<file path="config.mk">
export PLATFORM = sky130hd
export DESIGN_NAME = serial_seq_tx
export DESIGN_NICKNAME = d
export VERILOG_FILES = /design/src/rtl/serial_seq_tx_pkg.sv /design/src/rtl/serial_seq_tx_seq_bit_counter.sv /design/src/rtl/serial_seq_tx.sv
export SDC_FILE = /design/constraint.sdc
export NUM_CORES = 1
export LEC_CHECK = 0
export ABC_AREA = 1
export BUFFER_PORTS_ARGS = -buffer_cell sky130_fd_sc_hd__clkbuf_2
export CAP_MARGIN = 20
export CORE_AREA = 2 2 39 41
export DETAILED_ROUTE_END_ITERATION = 16
export DIE_AREA = 0 0 41 43
export PLACE_DENSITY = 0.77
export REMOVE_ABC_BUFFERS = 1
export SLEW_MARGIN = 20
export SYNTH_ARGS = -nofsm -noshare
export SYNTH_HDL_FRONTEND = slang
export SYNTH_SLANG_ARGS = --single-unit
</file>
<file path="constraint.sdc">
create_clock -name CLK -period 2.1 [get_ports CLK]
set_clock_uncertainty 0.2 [all_clocks]
set_input_delay 0 -clock CLK [delete_from_list [all_inputs] [get_ports CLK]]
set_output_delay 0 -clock CLK [all_outputs]
set_load 0.01 [all_outputs]
</file>
<file path="src/rtl/serial_seq_tx_pkg.sv">
// Shared definitions for the serial sequence transmitter.
// State encodings match the ones used by the sequence detector so that
// both ends of the sseq path decode the same values.
package serial_seq_tx_pkg;

    localparam logic [1:0] ST_IDLE   = 2'd0;
    localparam logic [1:0] ST_SHIFT  = 2'd1;
    localparam logic [1:0] ST_PARITY = 2'd2;

    // Even parity over a pattern (zero-extended to 64 bits; padding zeros do not change it)
    function automatic logic calc_parity(input logic [63:0] i_vec);
        return ^i_vec;
    endfunction

endpackage

</file>
<file path="src/rtl/serial_seq_tx_seq_bit_counter.sv">
// seq_bit_counter: loadable down-counter with synchronous active-high reset
// and a zero flag. Decrement saturates at zero so the count never wraps.
module seq_bit_counter #(
    parameter int CW = 3
) (
    input  logic          CLK,
    input  logic          Reset,
    input  logic          i_load,
    input  logic [CW-1:0] i_load_val,
    input  logic          i_dec,
    output logic [CW-1:0] o_count,
    output logic          o_zero
);

    logic [CW-1:0] r_count;

    // Count register: reset clears, load has priority over decrement
    always_ff @(posedge CLK) begin
        if (Reset) begin
            r_count <= {CW{1'b0}};
        end else if (i_load) begin
            r_count <= i_load_val;
        end else if (i_dec && (r_count != {CW{1'b0}})) begin
            r_count <= r_count - {{(CW-1){1'b0}}, 1'b1};
        end else begin
            r_count <= r_count;
        end
    end

    assign o_count = r_count;
    assign o_zero  = (r_count == {CW{1'b0}});

endmodule

</file>
<file path="src/rtl/serial_seq_tx.sv">
// serial_seq_tx: shifts a WIDTH-bit pattern out MSB-first on Dout with a
// bit-valid strobe and a last-bit flag. All outputs are registered.
// Optional feature macro: SEQ_TX_PARITY_EN appends one even-parity bit per
// frame (Last then marks the parity bit instead of the LSB).
// Dout shows the current bit; r_shreg holds the bits still to be sent,
// and the counter holds how many of them remain (WIDTH <= 64).
module serial_seq_tx
    import serial_seq_tx_pkg::*;
#(
    parameter int   WIDTH      = 8,
    parameter logic IDLE_LEVEL = 1'b0
) (
    input  logic             CLK,
    input  logic             Reset,
    input  logic             Start,
    input  logic [WIDTH-1:0] Pattern,
    output logic             Ready,
    output logic             Dout,
    output logic             Valid,
    output logic             Last
);

    localparam int CW = $clog2(WIDTH);

    logic [1:0]       r_state;
    logic [WIDTH-1:0] r_shreg;
    logic             r_dout;
    logic             r_valid;
    logic             r_last;
    logic             r_ready;
`ifdef SEQ_TX_PARITY_EN
    logic             r_parity;
`endif

    logic             w_accept;
    logic             w_dec;
    logic [CW-1:0]    w_count;
    logic             w_zero;

    // Handshake and counter control
    always_comb begin
        w_accept = Start && r_ready;
        if (!w_accept && (r_state == ST_SHIFT) && !w_zero) begin
            w_dec = 1'b1;
        end else begin
            w_dec = 1'b0;
        end
    end

    seq_bit_counter #(
        .CW(CW)
    ) u_bit_counter (
        .CLK        (CLK),
        .Reset      (Reset),
        .i_load     (w_accept),
        .i_load_val (CW'(WIDTH - 1)),
        .i_dec      (w_dec),
        .o_count    (w_count),
        .o_zero     (w_zero)
    );

`ifdef SEQ_TX_PARITY_EN
    // Parity of the frame, captured on the accepting edge
    always_ff @(posedge CLK) begin
        if (Reset) begin
            r_parity <= 1'b0;
        end else if (w_accept) begin
            r_parity <= calc_parity(64'(Pattern));
        end else begin
            r_parity <= r_parity;
        end
    end
`endif

    // FSM, shift register and registered serial outputs
    always_ff @(posedge CLK) begin
        if (Reset) begin
            r_state <= ST_IDLE;
            r_shreg <= {WIDTH{1'b0}};
            r_dout  <= IDLE_LEVEL;
            r_valid <= 1'b0;
            r_last  <= 1'b0;
            r_ready <= 1'b1;
        end else if (w_accept) begin
            // New frame (from IDLE or back-to-back in the Last cycle)
            r_state <= ST_SHIFT;
            r_shreg <= {Pattern[WIDTH-2:0], 1'b0};
            r_dout  <= Pattern[WIDTH-1];
            r_valid <= 1'b1;
            r_last  <= 1'b0;
            r_ready <= 1'b0;
        end else begin
            case (r_state)
                ST_SHIFT: begin
                    if (!w_zero) begin
                        r_state <= ST_SHIFT;
                        r_shreg <= {r_shreg[WIDTH-2:0], 1'b0};
                        r_dout  <= r_shreg[WIDTH-1];
                        r_valid <= 1'b1;
`ifdef SEQ_TX_PARITY_EN
                        r_last  <= 1'b0;
                        r_ready <= 1'b0;
`else
                        r_last  <= (w_count == CW'(1));
                        r_ready <= (w_count == CW'(1));
`endif
                    end else begin
`ifdef SEQ_TX_PARITY_EN
                        r_state <= ST_PARITY;
                        r_shreg <= r_shreg;
                        r_dout  <= r_parity;
                        r_valid <= 1'b1;
                        r_last  <= 1'b1;
                        r_ready <= 1'b1;
`else
                        r_state <= ST_IDLE;
                        r_shreg <= r_shreg;
                        r_dout  <= IDLE_LEVEL;
                        r_valid <= 1'b0;
                        r_last  <= 1'b0;
                        r_ready <= 1'b1;
`endif
                    end
                end
`ifdef SEQ_TX_PARITY_EN
                ST_PARITY: begin
                    r_state <= ST_IDLE;
                    r_shreg <= r_shreg;
                    r_dout  <= IDLE_LEVEL;
                    r_valid <= 1'b0;
                    r_last  <= 1'b0;
                    r_ready <= 1'b1;
                end
`endif
                default: begin
                    r_state <= ST_IDLE;
                    r_shreg <= r_shreg;
                    r_dout  <= IDLE_LEVEL;
                    r_valid <= 1'b0;
                    r_last  <= 1'b0;
                    r_ready <= 1'b1;
                end
            endcase
        end
    end

    assign Ready = r_ready;
    assign Dout  = r_dout;
    assign Valid = r_valid;
    assign Last  = r_last;

endmodule

</file>
# Yosys cells after proc, flatten, opt, wreduce, memory -nomap -nowiden
# Cells that the tools add are included.
# word_totals
elab_cells	44
romBits	0
ff_bits	16
mem_bits_rw	0
n_memories	0
latchBits	0
# classes
mux	18
n_mul	0
add_sub_neg	1
reduce_logical	13
shift	0
n_bitwise	1
div_mod_pow	0
n_eq_ne	3
order_cmp	0
# op_table
op	n
8-bit two-way mux	3
1-bit two-way mux	13
3-bit two-way mux	2
1-bit logical AND	4
2-bit nonzero test	2
4-bit OR reduction	1
3-bit by 1-bit equality test with 1-bit output (second input constant)	1
3-bit logical NOT	1
3-bit nonzero test	1
3-bit OR reduction	1
3-bit by 1-bit subtractor with 3-bit output (second input constant)	1
2-bit by 1-bit equality test with 1-bit output (second input constant)	1
1-bit logical NOT	2
2-bit by 1-bit inequality test with 1-bit output (second input constant)	1
2-bit AND reduction	1
1-bit NOT	1

# Depth between registers and ports, before layout
# Gate-level depths: netlist (run 1).
# depth
word_depth	8
ltp_mapped	8
mapped_depth_nobuf	7

# Hierarchy
# From an unflattened synthesis (run 1), not the netlist that was laid out.
# unflattened
cells_unflattened	103
hier_area_um2	701.9
# modules_own_cells
module	cells_per_inst	area_per_inst_um2	seq_area_each_um2	n_inst
serial_seq_tx	69	500.5	220.2	1
seq_bit_counter	34	201.4	60.1	1

# Least setup slack after synthesis (run 1)
# No wires, ideal clock.
# synth_path
path_kind	reg2reg
start	register u_bit_counter.r_count[0], in the netlist u_bit_counter.o_count[0]
end	register r_ready, in the netlist Ready
setup_slack_ns	0.724
n_path_buf	1
path_stages_with_launch	8
arrival_ns	1.059
setup_ns	0.117
path_cell_list	dfxtp_1 -> inv_1 -> ha_1 -> nand2_1 -> nand2_1 -> buf_6 -> a21oi_4 -> nand2_1
# synth_via
elab_chain_cells	4
elab_cells_between_ends	5
# synth_rtl
element	line	rtl
start, declared	serial_seq_tx_seq_bit_counter.sv:15	logic [CW-1:0] r_count;
start signal, assigned	serial_seq_tx_seq_bit_counter.sv:20	r_count <= {CW{1'b0}};
start signal, assigned	serial_seq_tx_seq_bit_counter.sv:22	r_count <= i_load_val;
start signal, assigned	serial_seq_tx_seq_bit_counter.sv:24	r_count <= r_count - {{(CW-1){1'b0}}, 1'b1};
3-bit by 1-bit equality test with 1-bit output / 3-bit logical NOT (equally long branches)	serial_seq_tx.sv:105, serial_seq_tx_seq_bit_counter.sv:31	
1-bit two-way mux (*)	serial_seq_tx.sv:95	if (!w_zero) begin
1-bit two-way mux (*)	serial_seq_tx.sv:93	case (r_state)
1-bit two-way mux (*)	serial_seq_tx.sv:84	end else if (w_accept) begin
end signal, assigned	serial_seq_tx.sv:105	r_ready <= (w_count == CW'(1));
end, declared	serial_seq_tx.sv:30	logic r_ready;
# Every way passes the cells marked *; elsewhere a longest branch is shown, timed or not.
# A chain may end at the register's enable or synchronous reset.

# Worst setup path after layout (run 1)
# layout_path
start	register r_ready, in the netlist Ready
end	register r_dout, in the netlist Dout
# layout_via
elab_chain_cells	2
# layout_rtl
element	line	rtl
1-bit logical AND	serial_seq_tx.sv:42	w_accept = Start && r_ready;
1-bit two-way mux	serial_seq_tx.sv:84	
end signal, assigned	serial_seq_tx.sv:88	r_dout <= Pattern[WIDTH-1];
end signal, assigned	serial_seq_tx.sv:98	r_dout <= r_shreg[WIDTH-1];
end, declared	serial_seq_tx.sv:27	logic r_dout;
# No other way between the ends.

==> results of run 1 <==
[area by class of cell]
cell class	count	area (sq um)	share of cell area (%)
clock buffer	4	36.3	3.83
inverter	6	23.8	2.51
multi-input combinational	68	358	37.7
sequential	14	280	29.6
tap	16	20.0	2.11
timing repair buffer	30	230	24.3
[power by group through the flow]
stage / Combinational (mW) / Sequential (mW) / Clock, mW
after detailed placement: 0.124 / 0.311 / 0
after floorplan: 0.0880 / 0.311 / 0
final: 0.155 / 0.307 / 0.197
after CTS: 0.150 / 0.305 / 0.201
after global placement: 0.124 / 0.311 / 0
after global routing: 0.177 / 0.311 / 0.211
[cells in the mapped netlist]
library cell / count
sky130_fd_sc_hd__buf_4: 1
sky130_fd_sc_hd__a21oi_2: 2
sky130_fd_sc_hd__a21oi_4: 1
sky130_fd_sc_hd__ha_1: 3
sky130_fd_sc_hd__nand4_1: 1
sky130_fd_sc_hd__nor2_1: 6
sky130_fd_sc_hd__nor3_1: 1
sky130_fd_sc_hd__nand3_1: 16
sky130_fd_sc_hd__xor2_1: 1
sky130_fd_sc_hd__inv_2: 1
sky130_fd_sc_hd__clkbuf_1: 1
sky130_fd_sc_hd__nand2_2: 2
sky130_fd_sc_hd__buf_6: 2
sky130_fd_sc_hd__clkinv_2: 1
sky130_fd_sc_hd__nand2_1: 27
sky130_fd_sc_hd__dfxtp_1: 14
sky130_fd_sc_hd__nand3_2: 1
sky130_fd_sc_hd__a21oi_1: 7
sky130_fd_sc_hd__inv_1: 4
[worst paths after layout]
| path | from | endpoint | slack (ns) |
|---|---|---|---|
| max | Ready | Dout | 0.23 |
| min | Start | Valid | 0.07 |
| max reg2reg | Ready | Dout | 0.23 |
| min reg2reg | u_bit_counter.o_count[1] | u_bit_counter.o_count[1] | 0.29 |
[routing by layer]
metal,GRT usage (%),up-vias,share of wire (%)
met2,33.4,22,51
met1,29.0,298,42
met3,4.19,4,4.4
met5,0,-,0
met4,10.0,0,2.3
li1,-,360,-
[cells in the final DEF, fill, tap and decap left out]
cell type,instances
sky130_fd_sc_hd__xor2_1,1
sky130_fd_sc_hd__nand4_1,1
sky130_fd_sc_hd__inv_1,4
sky130_fd_sc_hd__nor2_1,6
sky130_fd_sc_hd__nor3_1,1
sky130_fd_sc_hd__a21oi_1,7
sky130_fd_sc_hd__inv_2,1
sky130_fd_sc_hd__clkinv_2,1
sky130_fd_sc_hd__nand2_1,27
sky130_fd_sc_hd__nand3_1,16
sky130_fd_sc_hd__nand2_2,1
sky130_fd_sc_hd__clkbuf_2,14
sky130_fd_sc_hd__nand2_4,1
sky130_fd_sc_hd__ha_1,3
sky130_fd_sc_hd__nand3_2,1
sky130_fd_sc_hd__a21oi_2,2
sky130_fd_sc_hd__dlygate4sd3_1,16
sky130_fd_sc_hd__a21oi_4,1
sky130_fd_sc_hd__clkbuf_4,3
sky130_fd_sc_hd__clkbuf_8,1
sky130_fd_sc_hd__dfxtp_1,14
[critical path: cells and delay by family, from the launching register on]
family,cells,cell delay [ns]
buffers and inverters,1,0.55
DFF,1,0.52
and+or+nand+nor,2,0.43
AOI/OAI and AO/OA,1,0.06
[logic make-up after synthesis]
| kind of cell | synth area share, % |
|---|---|
| AO/OA/AOI/OAI | 9.96 |
| XOR/XNOR | 1.27 |
| adder cells (fa/ha/maj) | 5.44 |
| buffers and inverters | 8.33 |
| flip-flops | 40.6 |
| AND/OR/NAND/NOR | 34.4 |
[flip-flops by register name, summed over array words and instances, names as in the netlist]
register,count
Ready,1
u_bit_counter.o_count,3
Valid,1
Dout,1
Last,1
r_shreg,7
[per-stage QoR]
step	hold slack (ns)	total power, mW	std cells
after floorplan	-0.138	0.399	88
after global placement	0.0503	0.435	118
after detailed placement	0.0533	0.436	118
after CTS	0.153	0.656	138
after global routing	0.0923	0.698	138
final	0.0677	0.659	138
[timing repair]
action / 4_1_cts / 5_1_grt
endpoints found under the hold margin: 11 / 0
hold buffers: 16 / 0
endpoints found under the setup margin: 0 / 1
gates resized for setup: 0 / 1
buffers inserted: 0 / 0
==> impl_metrics.py, run 1 <==
metrics = {
    "run_status": {
        "run_status": "completed",
    },
    "clock_network": {
        "max-clock-path-buffers": 2,
        "number_of_clock_sinks_seen_by_cts": 14,
        "clk-insertion-delay-late_ns": 0.29,
        "cts_root_buf": "sky130_fd_sc_hd__clkbuf_4",
        "clock_tree.htree_level_count": 1,
        "clk_pin_slew_ns": 0.09,
        "total_clock_buffers_created_by_cts": 3,
        "cts_tree": "done",
    },
    "drt": {
        "route.antenna.remaining_nets": 0,
        "route.detailed.wl_per_inst_um": 11.3,
        "firstDrtPassIters": 4,
        "route.detailed.drc": 0,
        "drt_iter0_drc": 14,
        "vias": 684,
        "post_drt_via_cell_ratio": 4.96,
        "route.final.wire_length_mm": 1.56,
    },
    "critical_path": {
        "worstPathCellList": "nand2_4 > nand4_1 > a21oi_2 > dlygate4sd3_1",
        "start_kind": "flip-flop",
        "timing_worst_setup_path_type": "flip-flop to flip-flop",
        "critical_path.slowest_cell": "sky130_fd_sc_hd__dlygate4sd3_1",
        "timing.critical_path.required_ns": 2.08,
        "critical_path.endpoint_type": "flip-flop",
        "cpPeakStageDelay_ns": 0.55,
        "timing.critical_path.fanout_max": 22,
        "reg2regPathDepth": 4,
        "arrival_ns": 1.85,
    },
    "power_and_ir_drop": {
        "seq_power_share_pct": 46.5,
        "comb_power_share_pct": 23.5,
        "power_frac_clock_pct": 30.0,
        "internal_power_mw": 0.463,
        "swShare_pct": 29.8,
        "net-switching-power_mw": 0.197,
        "power_density_relative_to_cell_area_nw_per_um2": 695,
        "vdd_ir_drop_max_uv": 453,
        "p_leak_nw": 0.430,
    },
    "floorplanning": {
        "starting_density_of_the_core_pct": 49.9,
        "placementRows": 14,
        "num_io_pins": 15,
        "placeableCoreArea_sq_um": 1380,
        "fp.dieArea_sq_um": 1760,
        "die_width_um": 41,
        "die_height_um": 43,
    },
    "yosys": {
        "synth_top_area_cell": "sky130_fd_sc_hd__dfxtp_1",
        "yosys_warnings": 0,
        "synth_sequential_area_ratio_pct": 40.6,
        "netlist_area_sq_um": 691,
        "yosysTopAreaCellShare_pct": 40.6,
        "cell_variety_after_synth": 19,
        "syn-instance-count": 92,
        "yosys_register_bits": 14,
        "synth.avg_cell_area_sq_um": 7.51,
        "synthTopCellsByArea": "sky130_fd_sc_hd__dfxtp_1 41%, sky130_fd_sc_hd__nand2_1 15%, sky130_fd_sc_hd__nand3_1 12%",
    },
    "timing": {
        "aggregate_negative_setup_slack_ns": 0,
        "post-route-min-period_ns": 1.87,
        "timing_max_transition_violations_final": 0,
        "unrepaired_setup_endpoints_after_global_routing": "false",
        "worstMarginPinSlew_ns": 0.419,
        "worst_slew_margin_rel_pct": 72.0,
        "slack_of_the_critical_path_ns": 0.231,
        "final_min_period_over_clock_period_pct": 89.0,
        "final-hold-violation-count": 0,
        "fmax_mhz": 535,
        "final-setup-viol-count": 0,
    },
    "global_routing": {
        "grt_first_pass_wirelength_mm": 2.58,
        "globalRouteOverflowTotal": 0,
        "grt_max_degree": 23,
        "antenna_found_initial": 0,
        "first_global_vias": 625,
        "global_route_usage_over_all_layers_pct": 22.1,
    },
    "final_layout": {
        "num_antenna_cells": 0,
        "synthToLayoutAreaGrowth_pct": 37.3,
        "final_nets": 137,
        "fin_util_pct": 68.5,
        "layout.filler_cells": 110,
        "final_layout_size_suffix_gt1_share_pct": 21.3,
        "final_cell_area_sq_um": 948,
    },
    "placed_design": {
        "final_wtd_congestion": 0.744,
        "io_buffers": 14,
        "dp_hpwl_um": 877,
        "place_worst_setup_slack_ns": 0.368,
        "dpl-instance-area_sq_um": 747,
    },
    "hold_path": {
        "hold_crit_depth": 3,
        "hold_path_class": "input port to flip-flop",
    },
    "flow_run": {
        "drv.max_cap_violation_count": 0,
    },
}
Note: power is estimated with default switching activity, not from simulation.
==> run 2, diff against run 1 <==
- clock period: 2.1 -> 2.3 ns (I/O delays scaled with it)
==> impl_metrics.py, run 2 (synthesized netlist as in run 1, its figures left out) <==
metrics = {
    "run_status": {
        "run_status": "completed",
    },
    "placed_design": {
        "io_buffers": 14,
        "placed_cells": 118,
        "dpl-instance-area_sq_um": 747,
        "dp_hpwl_um": 887,
        "place_worst_setup_slack_ns": 0.592,
        "final_wtd_congestion": 0.745,
    },
    "critical_path": {
        "critical_path.slowest_cell": "sky130_fd_sc_hd__dlygate4sd3_1",
        "timing.critical_path.required_ns": 2.33,
        "arrival_ns": 2.20,
        "critical_path.n_buffers_inverters": 2,
        "worstPathCellList": "nand3_1 > dlygate4sd3_1 > nand2_1 > nand2_1 > a21oi_1 > dlygate4sd3_1",
        "critical_path.endpoint_type": "flip-flop",
        "count_of_cell_instances_traversed_by_the_critical_path": 6,
        "reg2regPathDepth": 6,
        "timing_worst_setup_path_type": "flip-flop to flip-flop",
        "r2r_slack_ns": 0.12,
        "cpPeakStageDelay_ns": 0.57,
        "timing.critical_path.fanout_max": 8,
        "worst_path_dominant_cell_family": "buffers and inverters",
        "start_kind": "flip-flop",
    },
    "timing": {
        "post-route-min-period_ns": 2.18,
        "fmax_mhz": 460,
        "final-hold-violation-count": 0,
        "final-setup-viol-count": 0,
        "timing_max_transition_violations_final": 0,
        "worst_slew_margin_rel_pct": 68.6,
        "unrepaired_setup_endpoints_after_global_routing": "false",
        "slack_of_the_critical_path_ns": 0.125,
        "aggregate_negative_setup_slack_ns": 0,
        "holdWs_ns": 0.192,
        "final_min_period_over_clock_period_pct": 94.6,
        "worstMarginPinSlew_ns": 0.469,
    },
    "clock_network": {
        "number_of_clock_sinks_seen_by_cts": 14,
        "clk-insertion-delay-late_ns": 0.29,
        "clock_tree.htree_level_count": 1,
        "max-clock-path-buffers": 2,
        "postcts_setup_bufs": 0,
        "total_clock_buffers_created_by_cts": 3,
        "clk_pin_slew_ns": 0.09,
        "cts_tree": "done",
        "cts_root_buf": "sky130_fd_sc_hd__clkbuf_4",
    },
    "final_layout": {
        "num_antenna_cells": 0,
        "layout.cells.most_common_list": "26 x sky130_fd_sc_hd__nand2_1, 23 x sky130_fd_sc_hd__dlygate4sd3_1, 16 x sky130_fd_sc_hd__nand3_1",
        "max_flop_register": "r_shreg",
        "mostFrequentLayoutCell": "sky130_fd_sc_hd__nand2_1",
        "final_nets": 144,
        "final_cell_area_sq_um": 1030,
        "fin_util_pct": 74.2,
        "synthToLayoutAreaGrowth_pct": 48.7,
        "final_layout_size_suffix_gt1_share_pct": 21.7,
        "layout.filler_cells": 88,
        "largest_register_ff_count": 7,
        "finalNonFillerCells": 145,
    },
    "drt": {
        "total_met3_wirelength_after_detailed_routing_um": 116,
        "route.antenna.remaining_nets": 0,
        "route.detailed.drc": 0,
        "post_drt_via_cell_ratio": 5.28,
        "wl_met2_mm": 1.02,
        "vias": 766,
        "firstDrtPassIters": 10,
        "route.final.wire_length_mm": 1.91,
        "route.detailed.wl_per_inst_um": 13.2,
        "wirelength_met1_um": 741,
        "topRoutingLayerUsed": "met4",
        "drt_iter0_drc": 15,
    },
    "global_routing": {
        "grt_max_degree": 23,
        "grt_first_pass_wirelength_mm": 2.99,
        "globalRouteOverflowTotal": 0,
        "global_route_usage_over_all_layers_pct": 25.4,
        "first_global_vias": 721,
        "antenna_found_initial": 0,
    },
    "hold_path": {
        "hold_crit_depth": 3,
        "hold_path_class": "input port to flip-flop",
    },
    "floorplanning": {
        "placeableCoreArea_sq_um": 1380,
        "die_height_um": 43,
        "placementRows": 14,
        "starting_density_of_the_core_pct": 49.9,
        "die_width_um": 41,
        "fp.dieArea_sq_um": 1760,
        "num_io_pins": 15,
    },
    "power_and_ir_drop": {
        "vdd_ir_drop_max_uv": 413,
        "power_density_relative_to_cell_area_nw_per_um2": 609,
        "p_leak_nw": 0.480,
        "power_mw": 0.626,
    },
    "flow_run": {
        "drv.max_cap_violation_count": 0,
    },
}
==> run 2: area by class of cell <==
class	count	area [sq um]	area share (%)
Inverter	6	23.8	2.31
Tap cell	16	20.0	1.95
Sequential cell	14	282	27.4
Multi-Input combinational cell	68	365	35.6
Clock buffer	4	36.3	3.53
Timing Repair Buffer	37	300	29.2
==> run 2: final timing paths <==
path | from | end
worst max-delay path | Ready | r_shreg[2]
worst min-delay path | Start | Valid
worst max register to register | Ready | r_shreg[2]
worst min register to register | u_bit_counter.o_count[1] | u_bit_counter.o_count[1]
==> run 2: worst min-delay path: stages <==
cell and delay (ns):
sky130_fd_sc_hd__clkbuf_2 0.14, sky130_fd_sc_hd__nand2_2 0.38, sky130_fd_sc_hd__a21oi_4 0.10
==> run 2: what timing repair did <==
action	in CTS	in global routing
hold buffers	23	0
hold endpoints to repair	11	0
gates resized for setup	0	4
setup endpoints to repair	0	7
==> run 2: power by group <==
group          internal, mW  total [mW]  leakage (nW)  switching, mW
Clock                0.0965       0.182        0.0210         0.0853
Sequential            0.264       0.281         0.115         0.0172
Combinational        0.0749       0.164         0.344         0.0887
==> run 2: metal layers <==
layer,vias to the layer above,GRT usage (%)
met1,343,31.7
met2,44,40.9
met3,6,4.71
met4,0,10.0
met5,-,0
li1,373,-
